**src/rtl/fp_id_btn_debounce_if.sv**
```systemverilog
// fp_id_btn_debounce_if: front-panel ID button/LED bundle (raw button and LED clear in; debounced level, press strobe and LED out)
interface fp_id_btn_debounce_if;
  logic iFP_ID_BTN_N;
  logic iID_LED_CLR;
  logic oFP_ID_BTN_N;
  logic oPressPulse;
  logic oFP_ID_LED_N;
  modport master (output iFP_ID_BTN_N, iID_LED_CLR, input oFP_ID_BTN_N, oPressPulse, oFP_ID_LED_N);
  modport slave (input iFP_ID_BTN_N, iID_LED_CLR, output oFP_ID_BTN_N, oPressPulse, oFP_ID_LED_N);
endinterface

```
**src/rtl/fp_id_btn_debounce.sv**
```systemverilog
// fp_id_btn_debounce: synchronizes and debounces the active-low ID button, emits a press strobe and toggles the ID LED (ports: iClk, iRst_n async active-low, bus slave)
module fp_id_btn_debounce #(
  parameter int DEBOUNCE_CYCLES = 50000,
  parameter int CNT_W = 16
) (
  input logic iClk,
  input logic iRst_n,
  fp_id_btn_debounce_if.slave bus
);
  typedef enum logic [1:0] {RELEASED, DEB_PRESS, PRESSED, DEB_RELEASE} state_t;
  localparam logic [CNT_W-1:0] LAST = CNT_W'(DEBOUNCE_CYCLES - 1);
  state_t state_q, state_d;
  logic [CNT_W-1:0] cnt_q, cnt_d;
  logic sync1_q, sync2_q;
  logic btn_q, btn_d, pulse_q, pulse_d, led_q, led_d;
  always_ff @(posedge iClk or negedge iRst_n)
    if (!iRst_n) begin
      sync1_q <= 1'b1;
      sync2_q <= 1'b1;
      state_q <= RELEASED;
      cnt_q <= '0;
      btn_q <= 1'b1;
      pulse_q <= 1'b0;
      led_q <= 1'b1;
    end else begin
      sync1_q <= bus.iFP_ID_BTN_N;
      sync2_q <= sync1_q;
      state_q <= state_d;
      cnt_q <= cnt_d;
      btn_q <= btn_d;
      pulse_q <= pulse_d;
      led_q <= led_d;
    end
  // cnt stays 0 outside the debounce states and is cleared on every state change
  always_comb begin
    state_d = state_q;
    cnt_d = '0;
    unique case (state_q)
      RELEASED: state_d = sync2_q ? RELEASED : DEB_PRESS;
      DEB_PRESS: begin
        state_d = sync2_q ? RELEASED : (cnt_q == LAST ? PRESSED : DEB_PRESS);
        cnt_d = (!sync2_q && cnt_q != LAST) ? cnt_q + CNT_W'(1) : '0;
      end
      PRESSED: state_d = sync2_q ? DEB_RELEASE : PRESSED;
      DEB_RELEASE: begin
        state_d = !sync2_q ? PRESSED : (cnt_q == LAST ? RELEASED : DEB_RELEASE);
        cnt_d = (sync2_q && cnt_q != LAST) ? cnt_q + CNT_W'(1) : '0;
      end
      default: state_d = RELEASED;
    endcase
  end
  // outputs are registered from the next state so they change on the acceptance edge
  always_comb begin
    pulse_d = state_q == DEB_PRESS && state_d == PRESSED;
    btn_d = !(state_d == PRESSED || state_d == DEB_RELEASE);
    led_d = bus.iID_LED_CLR ? 1'b1 : (pulse_d ? ~led_q : led_q);
  end
  assign bus.oFP_ID_BTN_N = btn_q;
  assign bus.oPressPulse = pulse_q;
  assign bus.oFP_ID_LED_N = led_q;
endmodule

```
**src/flat_wrapper.sv**
```systemverilog
// flat-port wrapper written by rule: the top's interface ports become plain ports
module fp_id_btn_debounce_flat 
#(
  parameter int DEBOUNCE_CYCLES = 50000,
  parameter int CNT_W = 16
)
  (iClk, iRst_n, bus_iFP_ID_BTN_N, bus_iID_LED_CLR, bus_oFP_ID_BTN_N, bus_oPressPulse, bus_oFP_ID_LED_N);
  fp_id_btn_debounce_if bus_i ();
  input logic iClk;
  input logic iRst_n;
  input wire logic [$bits(bus_i.iFP_ID_BTN_N)-1:0] bus_iFP_ID_BTN_N;
  input wire logic [$bits(bus_i.iID_LED_CLR)-1:0] bus_iID_LED_CLR;
  output wire logic [$bits(bus_i.oFP_ID_BTN_N)-1:0] bus_oFP_ID_BTN_N;
  output wire logic [$bits(bus_i.oPressPulse)-1:0] bus_oPressPulse;
  output wire logic [$bits(bus_i.oFP_ID_LED_N)-1:0] bus_oFP_ID_LED_N;
  assign bus_i.iFP_ID_BTN_N = bus_iFP_ID_BTN_N;
  assign bus_i.iID_LED_CLR = bus_iID_LED_CLR;
  assign bus_oFP_ID_BTN_N = bus_i.oFP_ID_BTN_N;
  assign bus_oPressPulse = bus_i.oPressPulse;
  assign bus_oFP_ID_LED_N = bus_i.oFP_ID_LED_N;
  fp_id_btn_debounce #(.DEBOUNCE_CYCLES(DEBOUNCE_CYCLES), .CNT_W(CNT_W)) u_core (.iClk(iClk), .iRst_n(iRst_n), .bus(bus_i));
endmodule
```
**config.mk**
```make
export PLATFORM = sky130hd
export DESIGN_NAME = fp_id_btn_debounce_flat
export DESIGN_NICKNAME = d
export VERILOG_FILES = /design/src/rtl/fp_id_btn_debounce_if.sv /design/src/rtl/fp_id_btn_debounce.sv /design/src/flat_wrapper.sv
export SDC_FILE = /design/constraint.sdc
export NUM_CORES = 1
export LEC_CHECK = 0
export ABC_AREA = 1
export BUFFER_PORTS_ARGS = -buffer_cell sky130_fd_sc_hd__clkbuf_2
export CAP_MARGIN = 30
export CORE_MARGIN = 8
export CORE_UTILIZATION = 32
export CTS_CLUSTER_SIZE = 12
export DETAILED_ROUTE_END_ITERATION = 8
export PLACE_DENSITY = 0.52
export SYNTH_ARGS = -nofsm -noshare
export SYNTH_HDL_FRONTEND = slang
export SYNTH_SLANG_ARGS = --single-unit
```
**constraint.sdc**
```tcl
create_clock -name iClk -period 4.2 [get_ports iClk]
set_input_delay 0.42 -clock iClk [delete_from_list [all_inputs] [get_ports iClk]]
set_output_delay 0.42 -clock iClk [all_outputs]
set_load 0.05 [all_outputs]
```
==> flow_metrics.env, run 1 <==
export IMPL_status="finished, final reports clean"
export IMPL_route_met3_wl_microns=109
export IMPL_first_pass_iters=4
export IMPL_ant_nets=0
export IMPL_syn_cell_area_sq_mm=0.00122
export IMPL_antenna_found_initial=0
export IMPL_min_period_over_period_pct=36.5
export IMPL_final_setup_tns_ns=0
export IMPL_synth_main_ff_cell="dfrtp_1"
export IMPL_clkSinkCount=23
export IMPL_min_period_ns=1.53
export IMPL_cts_setup_buffers=0
export IMPL_final_net_count=166
export IMPL_synthArstFlopShare_pct=100
export IMPL_syn_nets=156
export IMPL_top_layer_used="met4"
export IMPL_fin_worst_skew_ns=0.00628
export IMPL_cp_required_ns=4.40
export IMPL_root_buffer="clkbuf_8"
export IMPL_met2WireLength_microns=1040
export IMPL_p_leak_uw=0.000596
export IMPL_layout_drive_gt1_share_pct=20.0
export IMPL_synth_most_common_cell="nor2_1"
export IMPL_cp_start_kind="register"
export IMPL_wl_met1_microns=1020
export IMPL_path_max_fanout=11
export IMPL_reg2reg_slack_ns=2.67
export IMPL_place_gp_congestion=0.789
export IMPL_synth_cell_type_count=23
export IMPL_cts_hold_buf=0
export IMPL_via_per_inst=4.43
export IMPL_grt_pass1_vias=964
export IMPL_dieArea_sq_mm=0.00606
export IMPL_grt_pass1_wl_microns=4200
export IMPL_clkLatencyLatePin_ns=0.27
export IMPL_ys_seq_elements=23
export IMPL_slew_headroom_pct=61.5
export IMPL_avgSynthCellArea_sq_um=8.10
export IMPL_synth_top_area_share_pct=38.9
export IMPL_wirelength_microns=2220
export IMPL_start_util_pct=33.4
export IMPL_post_cts_resized=0
export IMPL_placed_cells=204
export IMPL_synth_edf_count=0
export IMPL_port_buffers=6
export IMPL_utilization_pct=37.0
export IMPL_drv_cap=0
export IMPL_fmax_mhz=652
export IMPL_syn2layout_area_growth_pct=10.7
export IMPL_cts_tree="yes"
export IMPL_holdWs_ns=0.134
export IMPL_worst_pin_slew_ns=0.578
export IMPL_die_w_microns=77.8
export IMPL_fillers=407
export IMPL_power_density_mw_per_mm2=283
export IMPL_arrival_ns=1.73
export IMPL_die_y_microns=77.8
export IMPL_cts_reportedPaths_clkPinSlew_ns=0.09
export IMPL_hpwl_microns=1720
export IMPL_cts_inserted_buffers=3
export IMPL_maxSlewViolCount=0
export IMPL_routedWlPerCell_microns=10.7
export IMPL_first_iter_violations=27
export IMPL_htree_levels=1
export IMPL_synthTopCellsByCount="nor2_1, nand2_1, inv_1, dfrtp_1, nand3_1"
export IMPL_finalHoldViolations=0
export IMPL_endpoint_kind="register"
export IMPL_yosysSeqAreaShare_pct=47.4
export IMPL_finalNonFillerCells=208
export IMPL_holdCritPathClass="input pin to async pin"
export IMPL_io_pin_count=7
export IMPL_setup_violations_final=0
export IMPL_yosysWarnings=0
export IMPL_core_area_sq_mm=0.00366
export IMPL_grt_max_degree=24
export IMPL_std_cell_rows=22
export IMPL_critPathKind="register to register"
export IMPL_gr_usage_all_layers_pct=8.57
export IMPL_syn_inst=151
export IMPL_grt_setup_unrepaired="false"
export IMPL_seqCellArea_sq_um=581
export IMPL_vias=921
export IMPL_multi_input_area_sq_um=542
export IMPL_yosys_area_top_type="dfrtp_1"
export IMPL_vdd_drop_max_uv=171
export IMPL_diodes=0
export IMPL_grt_ovfl_total=0
export IMPL_synth_area_top_cells="dfrtp_1, nor2_1, nand2_1, dfstp_2, inv_1"
export IMPL_cts_max_path_buffers=2
export IMPL_drc_errors=0
-- where the power goes --
| part | leakage (uW) | switching [uW] | internal, uW |
|---|---|---|---|
| Sequential | 0.000304 | 1.61 | 225 |
| Clock | 0.0000217 | 75.3 | 67.1 |
| Combinational | 0.000270 | 10.8 | 3.74 |
-- cells by family (layout without fill, tap and decap cells) --
logic type	after synthesis	after routing	share of synthesized area (%)
AO/OA/AOI/OAI	8	8	3.27
XOR/XNOR	6	6	4.30
adder cells (fa/ha/maj)	1	1	1.02
buffers and inverters	26	35	8.28
flip-flops	23	23	47.4
AND/OR/NAND/NOR	87	87	35.7
-- sequential cells by signal, summed over array words and instances (netlist names) --
name                     flops
u_core.cnt_q                16
u_core.state_q               2
u_core.bus.oFP_ID_BTN_N      1
u_core.bus.oFP_ID_LED_N      1
u_core.bus.oPressPulse       1
u_core.sync1_q               1
u_core.sync2_q               1
-- worst max-delay path: stages, from the launching register on --
cell and delay, ns:
dfrtp_1 0.41, ha_1 0.24, nand3_2 0.13, nor2_1 0.06, nand2_1 0.11, nand2_1 0.26, nor3b_2 0.25
-- stage by stage --
stage,instance area (sq um),worst slack [ns],total power (uW)
finish,1360,2.67,383
global route,1360,2.51,400
detailed placement,1310,2.66,246
global placement,1310,2.75,245
floorplan,1220,2.89,238
CTS,1360,2.64,385
-- area by class of cell --
type / instances / share of cell area (%)
sequential: 23 / 42.8
multi-input combinational: 102 / 40.0
inverter: 25 / 6.93
tap: 48 / 4.43
clock buffer: 3 / 3.05
timing repair buffer: 6 / 2.22
clock inverter: 1 / 0.554
-- path summary, 6_finish.rpt --
check,start,end,cells past startpoint
worst min register to register,u_core.sync1_q,u_core.sync2_q,0
worst max register to register,u_core.cnt_q[0],u_core.cnt_q[9],6
worst min-delay path,iRst_n,u_core.cnt_q[0],1
min in group iClk,bus_iFP_ID_BTN_N,u_core.sync1_q,1
max in group asynchronous,iRst_n,u_core.cnt_q[12],1
worst max-delay path,u_core.cnt_q[0],u_core.cnt_q[9],6
-- metal layers --
layer	vias up	GRT usage [%]
met1	425	10.0
met2	17	14.0
li1	475	-
met4	0	4.15
met5	-	0
met3	4	2.53
-- cell usage in the layout, fill, tap and decap left out, drive strengths merged --
master and n:
xor2 3, nand4 1, a21oi 4, inv 25, nor2 39, dfstp 4, nor3 2, nor3b 2
nand3 8, dfrtp 19, or2 1, o21ai 4, ha 1, clkinvlp 1, nand2 34, clkbuf 9
xnor2 3
Note: power is estimated with default switching activity, not from simulation.
==> run 2, diff against run 1 <==
clock period = 1.58 ns   (was 4.2 ns; I/O delays follow)
==> flow_metrics.env, run 2 (synthesis results as in run 1) <==
export IMPL_grt_pass1_vias=969
export IMPL_hpwl_microns=1680
export IMPL_final_cell_mix="nor2_1, nand2_1, inv_1"
export IMPL_clkLatencyLatePin_ns=0.27
export IMPL_swShare_pct=22.2
export IMPL_arrival_ns=1.60
export IMPL_grt_ovfl_total=0
export IMPL_slew_headroom_pct=60.8
export IMPL_first_iter_violations=27
export IMPL_antenna_found_initial=0
export IMPL_regMostFlops="u_core.cnt_q"
export IMPL_holdCritPathClass="input pin to register"
export IMPL_critPathCapture="u_core.cnt_q[9]"
export IMPL_htree_levels=1
export IMPL_cts_tree="yes"
export IMPL_std_cell_rows=22
export IMPL_setup_violations_final=0
export IMPL_fillers=384
export IMPL_cpPeakStageDelay_ns=0.40
export IMPL_r2r_end="u_core.cnt_q[9]"
export IMPL_worst_pin_slew_ns=0.587
export IMPL_largest_reg_flops=16
export IMPL_syn2layout_area_growth_pct=13.0
export IMPL_cts_inserted_buffers=3
export IMPL_first_pass_iters=4
export IMPL_vdd_drop_max_uv=438
export IMPL_die_y_microns=77.8
export IMPL_reg_largest_list="u_core.cnt_q (16), u_core.state_q (2)"
export IMPL_status="finished, final reports clean"
export IMPL_path_max_fanout=11
export IMPL_vias=913
export IMPL_crit_family="simple AND/OR/NAND/NOR gates"
export IMPL_fmax_mhz=710
export IMPL_p_int_uw=786
export IMPL_cp_required_ns=1.78
export IMPL_timing_rr_start="u_core.cnt_q[0]"
export IMPL_root_buffer="clkbuf_8"
export IMPL_final_common_cell="nor2_1"
export IMPL_reg2reg_slack_ns=0.17
export IMPL_layout_drive_gt1_share_pct=20.9
export IMPL_die_w_microns=77.8
export IMPL_endpoint_kind="register"
export IMPL_clkSinkCount=23
export IMPL_power_switching_uw=225
export IMPL_start_util_pct=33.4
export IMPL_grt_max_degree=24
export IMPL_maxSlewViolCount=0
export IMPL_power_density_mw_per_mm2=731
export IMPL_core_area_sq_mm=0.00366
export IMPL_grt_setup_unrepaired="false"
export IMPL_min_period_ns=1.41
export IMPL_via_per_inst=4.33
export IMPL_port_buffers=6
export IMPL_drv_cap=0
export IMPL_crit_slowest_cell="dfrtp_1"
export IMPL_cts_setup_buffers=0
export IMPL_p_clk_share_pct=36.3
export IMPL_seq_power_share_pct=59.4
export IMPL_finalHoldViolations=0
export IMPL_final_net_count=169
export IMPL_holdWs_ns=0.0969
export IMPL_routedWlPerCell_microns=10.5
export IMPL_dieArea_sq_mm=0.00606
export IMPL_io_pin_count=7
export IMPL_gr_usage_all_layers_pct=8.40
export IMPL_path_depth=6
export IMPL_p_leak_uw=0.000614
export IMPL_cts_reportedPaths_clkPinSlew_ns=0.08
export IMPL_wirelength_microns=2210
export IMPL_cts_max_path_buffers=2
export IMPL_fin_worst_skew_ns=0.00680
export IMPL_min_period_over_period_pct=89.1
export IMPL_place_gp_congestion=0.790
export IMPL_final_setup_tns_ns=0
export IMPL_r2r_cells=6
export IMPL_critPathLaunch="u_core.cnt_q[0]"
export IMPL_combPwrFrac_pct=4.3
export IMPL_diodes=0
export IMPL_critPathKind="register to register"
export IMPL_path_buf_inv=0
export IMPL_cp_cell_sequence="ha_1, nand3_2, nor2_1, nand2_1, nand2_2, nor3b_2"
export IMPL_ant_nets=0
export IMPL_grt_pass1_wl_microns=4190
export IMPL_cp_start_kind="register"
export IMPL_drc_errors=0
## run 2: cell types whose count changed in the layout (fill, tap and decap cells not counted)
cell	before	now
dlygate4sd3_1	0	2
buf_4	0	1
clkinv_2	0	1
clkinvlp_4	1	0
nand2_1	30	29
nand2_2	3	4
## run 2: tightest hold or removal path, delay by kind of cell
family | cells | cell delay, ns
buffers and inverters | 2 | 0.13
AND/OR/NAND/NOR | 1 | 0.07
## run 2: layout make-up
type	count	area, sq um	area share, %
Sequential cell	23	581	42.0
Multi-Input combinational cell	102	544	39.4
Inverter	25	93.8	6.79
Tap cell	48	60.1	4.34
Timing Repair Buffer	9	57.6	4.16
Clock buffer	3	41.3	2.99
Clock inverter	1	5.00	0.362
## run 2: per-layer routing
metal  track usage [%]  share of wire, %  up-vias
li1                  -                 -      478
met1              10.0                50      420
met2              13.6                44       10
met3              1.61               2.5        5
met4              5.09               2.7        0
met5                 0                 0        -
## run 2: worst min-delay path by stage
stage	end	slack (ns)	from	cells past startpoint
2_1_floorplan	u_core.bus.oPressPulse	-0.14	iRst_n	0
3_3_place_gp	u_core.cnt_q[15]	0.18	iRst_n	1
3_5_place_dp	u_core.cnt_q[14]	0.19	iRst_n	1
4_1_cts	u_core.bus.oFP_ID_LED_N	0.10	bus_iID_LED_CLR	3
5_1_grt	u_core.bus.oFP_ID_LED_N	0.12	bus_iID_LED_CLR	3
6_report	u_core.bus.oFP_ID_LED_N	0.1	bus_iID_LED_CLR	3
## run 2: timing repair
item	4_1_cts	5_1_grt
endpoints found under the hold margin	20	0
endpoints found under the setup margin	0	11
gates resized for setup	0	1
hold buffers	2	0
## run 2: per-stage QoR
| stage | power (uW) | utilization (%) | cell area, sq um | setup WS, ns | cells |
|---|---|---|---|---|---|
| floorplan | 633 | - | 1220 | 0.270 | 151 |
| global placement | 650 | 35.9 | 1310 | 0.132 | 205 |
| detailed placement | 652 | 35.9 | 1310 | 0.0522 | 205 |
| CTS | 1030 | 37.7 | 1380 | 0.0319 | 211 |
| global route | 1060 | 37.8 | 1380 | 0.00346 | 211 |
| finish | 1010 | 37.8 | 1380 | 0.172 | 211 |
## run 2: power by group through the flow
stage | Sequential [uW] | Clock, uW | Combinational [uW]
floorplan | 611 | 0 | 21.6
global placement | 612 | 0 | 38.2
detailed placement | 612 | 0 | 40.2
CTS | 601 | 380 | 44.1
global route | 602 | 404 | 50.7
finish | 601 | 367 | 43.1
==> run 3, diff against run 2 <==
ABC_AREA = 0   (was 1)
CORE_UTILIZATION = 42   (was 32)
PLACE_DENSITY = 0.64   (was 0.52)
==> flow_metrics.env, run 3 <==
export IMPL_min_period_over_period_pct=97.7
export IMPL_reg_largest_list="u_core.cnt_q (16), u_core.state_q (2)"
export IMPL_final_cell_mix="dfrtp_1, xnor2_1, nor2_1, buf_4, nor2_2"
export IMPL_io_pin_count=7
export IMPL_setup_violations_final=0
export IMPL_cts_tree="yes"
export IMPL_drv_cap=0
export IMPL_critPathLaunch="u_core.cnt_q[0]"
export IMPL_arrival_ns=1.78
export IMPL_port_buffers=6
export IMPL_diodes=0
export IMPL_ys_seq_elements=23
export IMPL_endpoint_kind="register"
export IMPL_antenna_found_initial=0
export IMPL_vias=826
export IMPL_htree_levels=1
export IMPL_cts_inserted_buffers=3
export IMPL_cts_max_path_buffers=2
export IMPL_maxSlewViolCount=0
export IMPL_regMostFlops="u_core.cnt_q"
export IMPL_dieArea_sq_mm=0.00447
export IMPL_utilization_pct=55.2
export IMPL_min_period_ns=1.54
export IMPL_grt_pass1_vias=789
export IMPL_reg2reg_slack_ns=0.04
export IMPL_syn_nets=106
export IMPL_finalHoldViolations=0
export IMPL_final_setup_tns_ns=0
export IMPL_power_density_mw_per_mm2=664
export IMPL_slew_headroom_pct=62.5
export IMPL_clkSinkCount=23
export IMPL_root_buffer="clkbuf_4"
export IMPL_holdCritPathClass="input pin to register"
export IMPL_synth_area_top_cells="dfrtp_1, xnor2_1, dfstp_2, nor2_1, nor4_1"
export IMPL_status="finished, final reports clean"
export IMPL_worst_pin_slew_ns=0.563
export IMPL_std_cell_rows=18
export IMPL_die_y_microns=66.9
export IMPL_core_area_sq_mm=0.00248
export IMPL_first_iter_violations=25
export IMPL_syn2layout_area_growth_pct=25.8
export IMPL_synth_main_ff_cell="dfrtp_1"
export IMPL_final_net_count=131
export IMPL_clkLatencyLatePin_ns=0.30
export IMPL_synth_top_area_share_pct=43.7
export IMPL_largest_reg_flops=16
export IMPL_fmax_mhz=648
export IMPL_hp_start="bus_iID_LED_CLR"
export IMPL_grt_ovfl_total=0
export IMPL_first_pass_iters=4
export IMPL_final_common_cell="dfrtp_1"
export IMPL_power_uw=908
export IMPL_die_w_microns=66.9
export IMPL_synthArstFlopShare_pct=100
export IMPL_start_util_pct=43.9
export IMPL_synth_edf_count=0
export IMPL_ant_nets=0
export IMPL_via_per_inst=5.33
export IMPL_gr_usage_all_layers_pct=10.1
export IMPL_timing_rr_start="u_core.cnt_q[0]"
export IMPL_syn_inst=101
export IMPL_routedWlPerCell_microns=14.5
export IMPL_yosysSeqAreaShare_pct=53.4
export IMPL_yosys_area_top_type="dfrtp_1"
export IMPL_cp_required_ns=1.82
export IMPL_drc_errors=0
export IMPL_wirelength_microns=2250
export IMPL_place_gp_congestion=0.816
export IMPL_pre_cts_ws_ns=0.0126
export IMPL_synthTopCellsByCount="dfrtp_1, nor2_1, xnor2_1, nor4_1"
export IMPL_critPathKind="register to register"
export IMPL_fin_worst_skew_ns=0.00123
export IMPL_hpwl_microns=1390
export IMPL_yosysWarnings=0
export IMPL_grt_pass1_wl_microns=3570
export IMPL_postLayoutSetupSlackWorst_ns=0.0364
export IMPL_cp_start_kind="register"
export IMPL_avgSynthCellArea_sq_um=10.8
export IMPL_grt_setup_unrepaired="true"
export IMPL_vdd_drop_max_uv=385
export IMPL_p_leak_uw=0.000558
export IMPL_cts_reportedPaths_clkPinSlew_ns=0.12
export IMPL_holdWs_ns=0.0574
export IMPL_synth_cell_type_count=25
export IMPL_path_max_fanout=8
export IMPL_syn_cell_area_sq_mm=0.00109
export IMPL_grt_max_degree=24
export IMPL_layout_drive_gt1_share_pct=36.8
## run 3: cell count changes in the layout (fill, tap and decap cells not counted), moves of 11 or more
cell,before,now
buf_4,1,12
inv_1,22,5
nand2_1,29,4
nor2_1,32,12
xnor2_1,3,14
## run 3: final timing paths
kind | cells past startpoint | to
min in group asynchronous | 2 | u_core.cnt_q[12]
min | 2 | u_core.bus.oFP_ID_LED_N
max reg2reg | 5 | u_core.cnt_q[6]
min reg2reg | 0 | u_core.sync2_q
max | 5 | u_core.cnt_q[6]
max in group asynchronous | 2 | u_core.cnt_q[11]
## run 3: cells by family after synthesis
group	after synthesis	share of synthesized area, %
AOI/OAI and AO/OA	5	3.45
xor gates and xnor gates	15	12.1
adders and majority gates	1	1.15
buffers and inverters	6	2.76
DFF	23	53.4
and+or+nand+nor	51	27.2
## run 3: what timing repair did
action | 4_1_cts | 5_1_grt
endpoints found under the hold margin | 20 | 0
endpoints found under the setup margin | 5 | 17
gates resized for setup | 1 | 18
pin swaps | 0 | 5
gates cloned | 0 | 1
hold buffers | 2 | 0
buffers inserted | 0 | 8
## run 3: power breakdown
part           switching [uW]  internal, uW  total, uW
Sequential               7.02           597        604
Combinational            25.5          17.8       43.3
Clock                     162          98.2        261
Total                     195           713        908
## run 3: routing by layer
metal  wire length, microns  up-vias  global-route usage [%]  part of all wire (%)
met2                   1090       19                    15.3                    49
met3                    129        4                    2.68                   5.7
met5                      0        -                       0                     0
met1                    995      402                    13.3                    44
met4                     25        0                    4.18                   1.1
li1                       -      401                       -                     -
## run 3: cell type report
cell class | count | area (sq um)
clock buffers | 4 | 26.3
repair buffers | 20 | 140
inverters | 5 | 18.8
flip-flops and latches | 23 | 582
fillers | 216 | 1110
multi-input cells | 73 | 563
well taps | 30 | 37.5
## run 3: worst max-delay path: stages (launching register included)
cell and delay, ns:
dfrtp_1 0.46, ha_4 0.20, and4b_1 0.22, and2_4 0.18, a31o_4 0.29, nor2_2 0.13
## run 3: metrics by stage
step | area, sq um | std cells
2_1_floorplan | 1090 | 101
6_report | 1370 | 155
3_3_place_gp | 1170 | 140
3_5_place_dp | 1170 | 140
5_1_grt | 1370 | 155
4_1_cts | 1230 | 146
